===== config.mk =====
export PLATFORM = sky130hd
export DESIGN_NAME = decrypt_sequencer_flat
export DESIGN_NICKNAME = d
export VERILOG_FILES = /design/src/rtl/decrypt_sequencer_if.sv /design/src/rtl/decrypt_sequencer.sv /design/src/flat_wrapper.sv
export SDC_FILE = /design/constraint.sdc
export NUM_CORES = 1
export LEC_CHECK = 0
export ABC_AREA = 1
export BUFFER_PORTS_ARGS = -buffer_cell sky130_fd_sc_hd__buf_2
export CAP_MARGIN = 20
export CORE_MARGIN = 2
export CORE_UTILIZATION = 45
export DETAILED_ROUTE_END_ITERATION = 10
export GPL_TIMING_DRIVEN = 0
export PLACE_DENSITY_LB_ADDON = 0.05
export SETUP_SLACK_MARGIN = 0.2
export SLEW_MARGIN = 20
export SYNTH_ARGS = -nofsm -noshare
export SYNTH_HDL_FRONTEND = slang
export SYNTH_SLANG_ARGS = --single-unit

===== constraint.sdc =====
create_clock -name i_clk -period 2.3 [get_ports i_clk]
set_input_delay 0.46 -clock i_clk [delete_from_list [all_inputs] [get_ports i_clk]]
set_output_delay 0.46 -clock i_clk [all_outputs]
set_load 0.01 [all_outputs]

===== src/rtl/decrypt_sequencer_if.sv =====
// Memory-side bus of the decrypt sequencer: read port to the encrypted frame
// buffer, write port to the decrypted frame buffer.
interface decrypt_sequencer_if #(
  parameter int ADDR_W = 15
);
  logic              rd_en;
  logic [ADDR_W-1:0] rd_addr;
  logic [7:0]        rd_data;
  logic              wr_en;
  logic [ADDR_W-1:0] wr_addr;
  logic [7:0]        wr_data;

  modport master (
    output rd_en, rd_addr, wr_en, wr_addr, wr_data,
    input  rd_data
  );

  modport slave (
    input  rd_en, rd_addr, wr_en, wr_addr, wr_data,
    output rd_data
  );
endinterface


===== src/rtl/decrypt_sequencer.sv =====
// Frame-level XOR decrypt sequencer: one read per cycle, write back key^data.
// Optional per-write left rotation of the key when DECRYPT_ROLLING_KEY_EN is defined.
module decrypt_sequencer #(
  parameter int ADDR_W     = 15,
  parameter int NUM_PIXELS = 19200,
  parameter int RD_LATENCY = 1
) (
  input  logic                i_clk,
  input  logic                i_rst_n,
  input  logic                i_start,
  input  logic                i_abort,
  input  logic [7:0]          i_key_in,
  output logic                o_busy,
  output logic                o_done,
  decrypt_sequencer_if.master mem
);

  typedef enum logic [1:0] {S_IDLE, S_RUN, S_DRAIN, S_DONE} state_t;

  localparam logic [ADDR_W-1:0] LAST_ADDR = ADDR_W'(NUM_PIXELS - 1);

  state_t r_state, w_state_nxt;

  logic                               r_rd_en;
  logic [ADDR_W-1:0]                  r_rd_addr;
  logic                               r_wr_en;
  logic [ADDR_W-1:0]                  r_wr_addr;
  logic [7:0]                         r_wr_data;
  logic                               r_busy;
  logic                               r_done;
  logic [7:0]                         r_key;
  logic [RD_LATENCY-1:0]              r_vld_pipe;
  logic [RD_LATENCY-1:0][ADDR_W-1:0]  r_addr_pipe;

  logic              w_accept;
  logic              w_empty;
  logic              w_wr_fire;
  logic              w_rd_en_nxt;
  logic [ADDR_W-1:0] w_rd_addr_nxt;
  logic              w_busy_nxt;
  logic              w_done_nxt;

  assign w_accept  = (r_state == S_IDLE) && i_start && !i_abort;
  // Empty only once the final write has left the output register as well.
  assign w_empty   = !(|r_vld_pipe) && !r_wr_en && !r_rd_en;
  assign w_wr_fire = r_vld_pipe[RD_LATENCY-1] && !i_abort;

  always_ff @(posedge i_clk) begin
    if (!i_rst_n) r_state <= S_IDLE;
    else          r_state <= w_state_nxt;
  end

  always_comb begin
    w_state_nxt = r_state;
    if (i_abort) begin
      w_state_nxt = S_IDLE;
    end else begin
      case (r_state)
        S_IDLE:  if (i_start) w_state_nxt = S_RUN;
        S_RUN:   if (r_rd_addr == LAST_ADDR) w_state_nxt = S_DRAIN;
        S_DRAIN: if (w_empty) w_state_nxt = S_DONE;
        S_DONE:  w_state_nxt = S_IDLE;
        default: w_state_nxt = S_IDLE;
      endcase
    end
  end

  always_comb begin
    w_rd_en_nxt   = 1'b0;
    w_rd_addr_nxt = r_rd_addr;
    w_busy_nxt    = (w_state_nxt == S_RUN) || (w_state_nxt == S_DRAIN);
    w_done_nxt    = (w_state_nxt == S_DONE);
    if (w_state_nxt == S_RUN) begin
      w_rd_en_nxt   = 1'b1;
      w_rd_addr_nxt = (r_state == S_IDLE) ? '0 : r_rd_addr + ADDR_W'(1);
    end
  end

  always_ff @(posedge i_clk) begin
    if (!i_rst_n) begin
      r_rd_en     <= 1'b0;
      r_rd_addr   <= '0;
      r_wr_en     <= 1'b0;
      r_wr_addr   <= '0;
      r_wr_data   <= '0;
      r_busy      <= 1'b0;
      r_done      <= 1'b0;
      r_key       <= '0;
      r_vld_pipe  <= '0;
      r_addr_pipe <= '0;
    end else begin
      r_rd_en   <= w_rd_en_nxt;
      r_rd_addr <= w_rd_addr_nxt;
      r_busy    <= w_busy_nxt;
      r_done    <= w_done_nxt;
      r_wr_en   <= w_wr_fire;
      if (w_wr_fire) begin
        r_wr_addr <= r_addr_pipe[RD_LATENCY-1];
        r_wr_data <= mem.rd_data ^ r_key;
      end

      if (i_abort) begin
        r_vld_pipe <= '0;
      end else begin
        r_vld_pipe[0] <= r_rd_en;
        for (int i = 1; i < RD_LATENCY; i++) r_vld_pipe[i] <= r_vld_pipe[i-1];
      end
      r_addr_pipe[0] <= r_rd_addr;
      for (int i = 1; i < RD_LATENCY; i++) r_addr_pipe[i] <= r_addr_pipe[i-1];

      if (w_accept) begin
        r_key <= i_key_in;
`ifdef DECRYPT_ROLLING_KEY_EN
      end else if (w_wr_fire) begin
        r_key <= {r_key[6:0], r_key[7]};
`endif
      end
    end
  end

  assign mem.rd_en   = r_rd_en;
  assign mem.rd_addr = r_rd_addr;
  assign mem.wr_en   = r_wr_en;
  assign mem.wr_addr = r_wr_addr;
  assign mem.wr_data = r_wr_data;
  assign o_busy      = r_busy;
  assign o_done      = r_done;

endmodule


===== src/flat_wrapper.sv =====
// flat-port wrapper written by rule: the top's interface ports become plain ports
module decrypt_sequencer_flat 
#(
  parameter int ADDR_W     = 15,
  parameter int NUM_PIXELS = 19200,
  parameter int RD_LATENCY = 1
)
  (i_clk, i_rst_n, i_start, i_abort, i_key_in, o_busy, o_done, mem_rd_en, mem_rd_addr, mem_wr_en, mem_wr_addr, mem_wr_data, mem_rd_data);
  decrypt_sequencer_if #(.ADDR_W(ADDR_W)) mem_i ();
  input  logic i_clk;
  input  logic i_rst_n;
  input  logic i_start;
  input  logic i_abort;
  input  logic [7:0] i_key_in;
  output logic o_busy;
  output logic o_done;
  output wire logic [$bits(mem_i.rd_en)-1:0] mem_rd_en;
  output wire logic [$bits(mem_i.rd_addr)-1:0] mem_rd_addr;
  output wire logic [$bits(mem_i.wr_en)-1:0] mem_wr_en;
  output wire logic [$bits(mem_i.wr_addr)-1:0] mem_wr_addr;
  output wire logic [$bits(mem_i.wr_data)-1:0] mem_wr_data;
  input wire logic [$bits(mem_i.rd_data)-1:0] mem_rd_data;
  assign mem_rd_en = mem_i.rd_en;
  assign mem_rd_addr = mem_i.rd_addr;
  assign mem_wr_en = mem_i.wr_en;
  assign mem_wr_addr = mem_i.wr_addr;
  assign mem_wr_data = mem_i.wr_data;
  assign mem_i.rd_data = mem_rd_data;
  decrypt_sequencer #(.ADDR_W(ADDR_W), .NUM_PIXELS(NUM_PIXELS), .RD_LATENCY(RD_LATENCY)) u_core (.i_clk(i_clk), .i_rst_n(i_rst_n), .i_start(i_start), .i_abort(i_abort), .i_key_in(i_key_in), .o_busy(o_busy), .o_done(o_done), .mem(mem_i));
endmodule

==> flow_summary.yaml, run 1 <==
timing:
  setup_tns_ps: 0
  hold_violations: 0
  drv_slew: 0
  skew_ps: 7.22
  fin_crit_ps: 1980
  worst_slack_ps: 322
  timing.final.crit_share_pct: 86.0
  worst_pin_slew_ps: 371
  rsz0062_at_grt: "no"
  setup_viol: 0
  fmax_mhz: 506
  max_slew_margin_pct: 75.3
synth:
  synth_warnings: 0
  syn_area_um2: 2650
  yosys-top-cells-area: "dfxtp_1 51%, nor2_1 10%, nand2_1 7.0%"
  ys_types: 29
  yosys.area.top_type: "dfxtp_1"
  syn_inst: 336
  seq_area_frac_synth_pct: 51.4
  avgSynthCellArea_um2: 7.88
  synth_top_area_share_pct: 51.4
  synth.ff_latch_count: 68
  syn-num-nets: 360
power_and_ir_drop:
  ir_drop_mv: 0.383
  powerDensity_nw_per_um2: 673
  p_leak_nw: 1.76
  power.total_w: 0.00231
finish:
  fillCellCount: 560
  final_cell_area_um2: 3430
  layout.nets: 443
  seq_area_um2: 1390
  multi_input_area_um2: 1140
  num_antenna_cells: 0
  drive_above_1_share_pct: 33.7
  layout-area-overhead-vs-synth_pct: 29.5
  final_util_pct: 61.1
  layout_common_cells: "72 x nor2_1, 68 x buf_2, 57 x dfxtp_1"
  layout_commonest_cell: "nor2_1"
grt:
  grt_first_pass_wirelength_um: 9460
  use_met2_pct: 31.5
  grt_util_met1_pct: 24.0
  grt_pass1_vias: 2097
  grt_util_all_layers_pct: 19.2
  grt_use_met3_pct: 4.83
  grt.busiest_layer: "met2"
  gr-total-overflow: 0
  antenna_found_initial: 0
  grt_max_degree: 13
critical_path:
  required_ps: 2540
  crit_arrival_ps: 2220
  crit_top_cell: "nand2_2"
  cp_max_fo: 7
  critPathSlowestCell: "dfxtp_4"
  cp-end-kind: "flip-flop"
  max_stage_delay_ps: 360
  startpoint_type: "flip-flop"
  crit_type: "flip-flop to flip-flop"
  crit_chain: "ha_4 -> nand3_4 -> nor2_4 -> nand2_2 -> nand2_4 -> nand2_2 -> nand2_2 -> inv_2 -> ha_4 -> buf_8 -> nand3_4 -> inv_4 -> nand2_2 -> nor2_4 -> nand2_2 -> nor2_1 -> nor2_1"
placement:
  place_congestion: 0.829
  placed_area_um2: 3050
  post-dp-hpwl_um: 4040
  port_buffers: 61
  dp_slack_ps: -71.8
detailed_routing:
  drcViolationCount: 0
  drt_first_pass_iters: 4
  vias: 2310
  vias_per_cell: 4.66
  wl_um: 5890
  ant_nets: 0
  detail_route.wl_per_cell_um: 11.9
  dr.first_iter.drc_count: 82
die:
  ios: 62
  fp-row-count: 27
  initial_utilization_pct: 47.2
  core_um2: 5610
  dieArea_um2: 6510
  fp.dieH_um: 80.7
  fp.dieW_um: 80.7
clock_tree:
  cts_buffers: 9
  htree_levels: 3
  holdBufCountCts: 0
  cts_tree: "built"
  clk_pin_slew_ps: 70
  clock_sinks: 68
  insertion_delay_ps: 350
  clockRootBuffer: "clkbuf_8"
  clockBufferDepth: 2
run_status:
  status: "finished, final reports clean"
worst_hold_path:
  hp-class: "input pin to flip-flop"
run:
  maxCapViolCount: 0
## Yosys cell counts, drive strengths merged
cell,count
xnor2,8
or2,1
dfxtp,68
o21a,1
inv,43
nand3,11
a31oi,1
nand3b,1
ha,4
nor3,7
o21ai,33
nand2,53
a211oi,1
nor2,78
a21oi,15
o32ai,1
buf,8
clkbuf,2
## registers in the layout, indices dropped and copies added, names as in the netlist, 2 cells and up
signal	flops
u_core.r_state	2
u_core.mem.wr_data	8
u_core.mem.wr_addr	15
u_core.r_key	8
u_core.mem.rd_addr	15
u_core.r_addr_pipe	15
## worst paths after layout
check                                      startpoint                      to  slack [ps]  cells past startpoint
worst max-delay path            u_core.mem.rd_addr[1]  u_core.mem.rd_addr[12]         320                     17
worst min-delay path                          i_abort       u_core.r_vld_pipe         350                      2
worst max register to register  u_core.mem.rd_addr[1]  u_core.mem.rd_addr[12]         320                     17
worst min register to register       u_core.mem.rd_en       u_core.r_vld_pipe         450                      2
## logic make-up (layout without fill, tap and decap cells)
family	after synthesis	count (layout)	synth area share, %
buffers and inverters	53	141	7.99
AND/OR/NAND/NOR	151	151	25.4
flip-flops	68	68	51.4
AO/OA/AOI/OAI	52	52	10.6
XOR/XNOR	8	8	2.65
adder cells (fa/ha/maj)	4	4	1.89
## routing by layer
metal	up-vias	routed length (µm)
li1	1210	-
met1	1045	2820
met2	46	2700
met3	9	263
met4	0	102
met5	-	0
## per-stage QoR
step,std cells,hold WS (ps)
CTS,488,336
global route,496,369
floorplan,336,431
global placement,469,435
detailed placement,469,441
finish,496,350
## power by group
| part | leakage, nW | internal (W) | total, W | switching (W) |
|---|---|---|---|---|
| clock network | 0.0910 | 0.000494 | 0.000958 | 0.000464 |
| logic | 1.11 | 0.0000635 | 0.000143 | 0.0000791 |
| registers | 0.557 | 0.00119 | 0.00120 | 0.0000117 |
## timing repair
| item | CTS | global route |
|---|---|---|
| pin swaps | 2 | 5 |
| resized for setup | 10 | 24 |
| endpoints found under the setup margin | 14 | 14 |
| setup buffers | 3 | 8 |
| hold endpoints to repair | 0 | 0 |
## final cells by class
cell class                      count  area share, %
Clock buffer                        9           3.61
Inverter                           43           4.86
Sequential cell                    68           40.4
Buffer                             10           1.68
Multi-Input combinational cell    215           33.4
Clock inverter                      7           1.97
Tap cell                           72           2.63
Timing Repair Buffer               72           11.4
## critical path, delay by kind of cell (launching register included)
kind | cells | cell delay [ps]
and+or+nand+nor | 12 | 890
DFF | 1 | 360
adders and majority gates | 2 | 310
buffers and inverters | 3 | 300
No activity file was read; power rests on OpenSTA's default activity.
==> run 2: changes to the inputs <==
==> constraint.sdc (replaced) <==
create_clock -name i_clk -period 2.4 [get_ports i_clk]
set_input_delay 0.48 -clock i_clk [delete_from_list [all_inputs] [get_ports i_clk]]
set_output_delay 0.48 -clock i_clk [all_outputs]
set_load 0.01 [all_outputs]
==> run 2 against run 1 <==
Effect of this change: critical path depth decreased by 3; sequential power decreased by 3%; cell area decreased by 3.1%; global-route usage decreased by 0.86 points; sequential share of layout area increased by 1.0 points; maximum frequency decreased by 3.4%; cell count decreased by 1.2%.
==> flow_summary.yaml, run 2 (synthesized netlist as in run 1, its figures left out) <==
detailed_routing:
  wl_um: 5620
  ant_nets: 0
  dr.first_iter.drc_count: 66
  drt_first_pass_iters: 4
  vias_per_cell: 4.54
  detail_route.wl_per_cell_um: 11.5
  vias: 2227
  drcViolationCount: 0
timing:
  hold_violations: 0
  timing.final.crit_share_pct: 85.3
  setup_tns_ps: 0
  hold_slack_ps: 386
  worst_pin_slew_ps: 382
  worst_slack_ps: 353
  max_slew_margin_pct: 74.5
  fmax_mhz: 488
  setup_viol: 0
  fin_crit_ps: 2050
  rsz0062_at_grt: "no"
  drv_slew: 0
  skew_ps: 12.3
finish:
  final_cell_area_um2: 3320
  layoutNonFillerInstCount: 490
  layout-area-overhead-vs-synth_pct: 25.5
  layout.nets: 437
  layout_common_cells: "73 x nor2_1, 68 x buf_2, 60 x dfxtp_1"
  drive_above_1_share_pct: 29.9
  num_antenna_cells: 0
  layout_commonest_cell: "nor2_1"
power_and_ir_drop:
  p_leak_nw: 1.73
  ir_drop_mv: 0.340
  powerDensity_nw_per_um2: 673
critical_path:
  r2r_start: "u_core.mem.rd_addr[0]"
  cp-end-kind: "flip-flop"
  cp_max_fo: 7
  required_ps: 2680
  startpoint: "u_core.mem.rd_addr[0]"
  crit_type: "flip-flop to flip-flop"
  reg2reg_depth: 14
  startpoint_type: "flip-flop"
  crit_arrival_ps: 2330
clock_tree:
  clock_sinks: 68
  cts_tree: "built"
  clockBufferDepth: 2
  htree_levels: 3
  holdBufCountCts: 0
  clk_pin_slew_ps: 80
  clockRootBuffer: "clkbuf_8"
  cts_buffers: 9
  insertion_delay_ps: 330
grt:
  antenna_found_initial: 0
  grt_first_pass_wirelength_um: 9040
  grt_pass1_vias: 2019
  grt_util_all_layers_pct: 18.4
  grt_max_degree: 12
  gr-total-overflow: 0
placement:
  post-dp-hpwl_um: 4030
  port_buffers: 61
  place_congestion: 0.892
  dp_slack_ps: -34.1
  placed_area_um2: 3040
  placed_cells: 469
die:
  initial_utilization_pct: 47.2
  fp.dieW_um: 80.7
  dieArea_um2: 6510
  ios: 62
  core_um2: 5610
  fp-row-count: 27
  fp.dieH_um: 80.7
run:
  maxCapViolCount: 0
worst_hold_path:
  min_path_cells: 3
  hp-start: "i_key_in[2]"
  hp-class: "input pin to flip-flop"
run_status:
  status: "finished, final reports clean"
## run 2: cell count changes in the layout (fill, tap and decap cells not counted), sizes merged
cell	delta
buf	-6
clkbuf	+3
clkinv	-1
clkinvlp	-2
## run 2: repair_timing
action / in CTS / in global routing
setup buffers: 2 / 3
gates resized for setup: 4 / 12
pin swaps: 1 / 3
endpoints found under the setup margin: 14 / 14
## run 2: where the power goes
part / switching, W / internal [W] / leakage (nW)
Clock: 0.000418 / 0.000534 / 0.102
Sequential: 0.0000126 / 0.00115 / 0.555
Combinational: 0.0000704 / 0.0000539 / 1.07
## run 2: through the flow
step / total power [W] / utilization (%)
4_1_cts: 0.00226 / 58.3
3_5_place_dp: 0.00130 / 54.2
2_1_floorplan: 0.00126 / -
5_1_grt: 0.00232 / 59.2
3_3_place_gp: 0.00130 / 54.2
6_report: 0.00223 / 59.2
## run 2: final timing paths
kind         slack, ps                     end
max                350   u_core.mem.rd_addr[6]
min                390         u_core.r_key[2]
max reg2reg        350   u_core.mem.rd_addr[6]
min reg2reg        450  u_core.mem.wr_addr[10]
## run 2: worst max-delay path, cell delays in order (launching register included)
cell     delay, ps
dfxtp_4        390
ha_4           160
nand3_2        100
nor2_4         120
nand2_2         80
nand2_4         70
nand2_1         50
nand2_1         90
inv_2           60
ha_1           200
buf_6          140
a21oi_4        200
inv_2           90
a21oi_1        120
o21a_1         130
## run 2: layout make-up
class | instances | area, µm²
repair buffers | 66 | 347
plain buffers | 10 | 53.8
inverters | 43 | 161
flip-flops and latches | 68 | 1380
clock buffers | 12 | 155
well taps | 72 | 90.1
fillers | 580 | 2290
multi-input cells | 215 | 1090
clock inverters | 4 | 47.5
## run 2: routing by layer
layer | vias up | global-route usage [%] | wire, µm
met1 | 976 | 23.7 | 2740
met5 | - | 0 | 0
met4 | 0 | 8.14 | 70
met2 | 45 | 29.0 | 2560
li1 | 1200 | - | -
met3 | 6 | 4.49 | 250
==> run 3: changes to the inputs <==
--- a/config.mk
+++ b/config.mk
@@ -10,6 +10,7 @@
 export CAP_MARGIN = 20
 export CORE_MARGIN = 2
 export CORE_UTILIZATION = 45
+export CTS_BUF_LIST = sky130_fd_sc_hd__clkbuf_16
 export DETAILED_ROUTE_END_ITERATION = 10
 export GPL_TIMING_DRIVEN = 0
 export PLACE_DENSITY_LB_ADDON = 0.05
==> run 3 against run 2 <==
Effect of this change: non-clock buffer count fell by 1; clock skew decreased by 4.8 ps; via count increased by 0.94%; die area did not move.
==> flow_summary.yaml, run 3 (synthesized netlist as in run 1, its figures left out) <==
critical_path:
  r2r_start: "u_core.mem.rd_addr[0]"
  reg2reg_setup_slack_ps: 330
  reg2reg_depth: 14
  max_stage_delay_ps: 370
  cpLargestDelayFamily: "simple AND/OR/NAND/NOR gates"
  crit_top_cell: "nand2_2"
  cp-end-kind: "flip-flop"
  cp_num_buf_inv: 3
  critPathSlowestCell: "dfxtp_4"
  required_ps: 2660
  startpoint_type: "flip-flop"
  reg2reg_to: "u_core.mem.rd_addr[6]"
  cp_max_fo: 7
  crit_type: "flip-flop to flip-flop"
  crit_arrival_ps: 2330
  crit_chain: "ha_4 -> nand3_2 -> nor2_4 -> nand2_2 -> nand2_4 -> nand2_1 -> nand2_2 -> inv_1 -> ha_1 -> buf_4 -> a21oi_4 -> inv_2 -> a21oi_1 -> o21a_1"
finish:
  num_antenna_cells: 0
  layout-area-overhead-vs-synth_pct: 28.6
  drive_above_1_share_pct: 29.7
  fillCellCount: 567
  seq_area_um2: 1380
  layout_common_cells: "73 x nor2_1, 68 x buf_2, 59 x dfxtp_1"
  layout.nets: 436
  final_cell_area_um2: 3400
  multi_input_area_um2: 1100
  layout_commonest_cell: "nor2_1"
detailed_routing:
  drt_first_pass_iters: 4
  detail_route.wl_per_cell_um: 11.6
  drcViolationCount: 0
  vias: 2248
  vias_per_cell: 4.60
  wl_um: 5650
  ant_nets: 0
  dr.first_iter.drc_count: 75
grt:
  grt_util_all_layers_pct: 18.8
  antenna_found_initial: 0
  grt_first_pass_wirelength_um: 9120
  grt_pass1_vias: 2020
  gr-total-overflow: 0
  grt_max_degree: 12
power_and_ir_drop:
  share_comb_of_total_power_pct: 5.0
  ir_drop_mv: 0.379
  p_leak_nw: 1.77
  powerDensity_nw_per_um2: 742
  p_sw_share_pct: 21.2
  p_sw_w: 0.000537
  seq_power_share_pct: 45.9
  p_clk_share_pct: 49.1
  p_int_w: 0.00199
clock_tree:
  clockBufferDepth: 2
  insertion_delay_ps: 320
  htree_levels: 3
  cts_buffers: 9
  clockRootBuffer: "clkbuf_16"
  clk_pin_slew_ps: 50
  clock_sinks: 68
  cts_tree: "built"
worst_hold_path:
  hold_path_end: "u_core.r_vld_pipe"
  hp-start: "i_abort"
  min_path_cells: 2
  hp-class: "input pin to flip-flop"
placement:
  post-dp-hpwl_um: 4030
  port_buffers: 61
  placed_area_um2: 3040
  place_congestion: 0.892
  dp_slack_ps: -34.1
die:
  core_um2: 5610
  fp-row-count: 27
  dieArea_um2: 6510
  fp.dieW_um: 80.7
  initial_utilization_pct: 47.2
  ios: 62
  fp.dieH_um: 80.7
timing:
  rsz0062_at_grt: "no"
  drv_slew: 0
  hold_violations: 0
  setup_viol: 0
  max_slew_margin_pct: 74.8
  worst_pin_slew_ps: 379
  fin_crit_ps: 2070
  skew_ps: 7.51
  worst_slack_ps: 331
  timing.final.crit_share_pct: 86.2
  fmax_mhz: 483
run:
  maxCapViolCount: 0
run_status:
  status: "finished, final reports clean"
==> run 3: cell count changes in the layout (fill, tap and decap cells not counted), sizes merged <==
cell / delta
clkbuf: -3
clkinv: +2
buf: -1
inv: +1
==> run 3: layout make-up <==
| cell class | instances | share of cell area [%] |
|---|---|---|
| inverters | 43 | 4.74 |
| multi-input cells | 215 | 32.3 |
| flip-flops and latches | 68 | 40.6 |
| plain buffers | 10 | 1.47 |
| clock buffers | 9 | 6.62 |
| well taps | 72 | 2.65 |
| repair buffers | 65 | 9.96 |
| clock inverters | 7 | 1.73 |
==> run 3: how the worst max path moves through the flow <==
stage	startpoint	end	slack [ps]	cells past startpoint
3_5_place_dp	u_core.mem.rd_addr[0]	u_core.mem.rd_addr[6]	-30	14
5_1_grt	u_core.mem.rd_addr[0]	u_core.mem.rd_addr[12]	190	18
4_1_cts	u_core.mem.rd_addr[0]	u_core.mem.rd_addr[12]	230	18
3_3_place_gp	u_core.mem.rd_addr[0]	u_core.mem.rd_addr[6]	-40	14
2_1_floorplan	u_core.mem.rd_addr[0]	u_core.mem.rd_addr[6]	220	14
6_report	u_core.mem.rd_addr[0]	u_core.mem.rd_addr[6]	330	14
==> run 3: power by group through the flow <==
stage / Clock [W] / Sequential, W / Combinational (W)
3_3_place_gp: 0 / 0.00119 / 0.000118
5_1_grt: 0.00131 / 0.00116 / 0.000143
4_1_cts: 0.00127 / 0.00116 / 0.000123
3_5_place_dp: 0 / 0.00119 / 0.000118
2_1_floorplan: 0 / 0.00119 / 0.0000703
6_report: 0.00124 / 0.00116 / 0.000126
==> run 3: worst register-to-register path: cells and delay by family (launching register included) <==
kind / cells / cell delay [ps]
and+or+nand+nor: 6 / 510
AOI/OAI and AO/OA: 3 / 450
adders and majority gates: 2 / 350
DFF: 1 / 370
buffers and inverters: 3 / 330
==> run 3: metal layers <==
layer	vias up	wire [µm]	track usage, %
li1	1206	-	-
met1	989	2680	23.8
met2	45	2590	29.2
met3	8	308	5.84
met4	0	67	8.64
met5	-	0	0
==> run 3: stage by stage <==
stage | instances | setup TNS [ps] | hold slack, ps | utilization [%] | power (W)
4_1_cts | 487 | 0 | 382 | 59.7 | 0.00255
3_3_place_gp | 469 | -71.2 | 437 | 54.2 | 0.00130
2_1_floorplan | 336 | 0 | 431 | - | 0.00126
6_report | 489 | 0 | 392 | 60.7 | 0.00253
3_5_place_dp | 469 | -59.0 | 446 | 54.2 | 0.00130
5_1_grt | 489 | 0 | 398 | 60.7 | 0.00262
==> run 3: timing repair <==
action                     4_1_cts  5_1_grt
gates resized for setup          3       15
hold buffers                     0        0
pin swaps                        2        2
setup buffers                    2        2
setup endpoints to repair       14       14
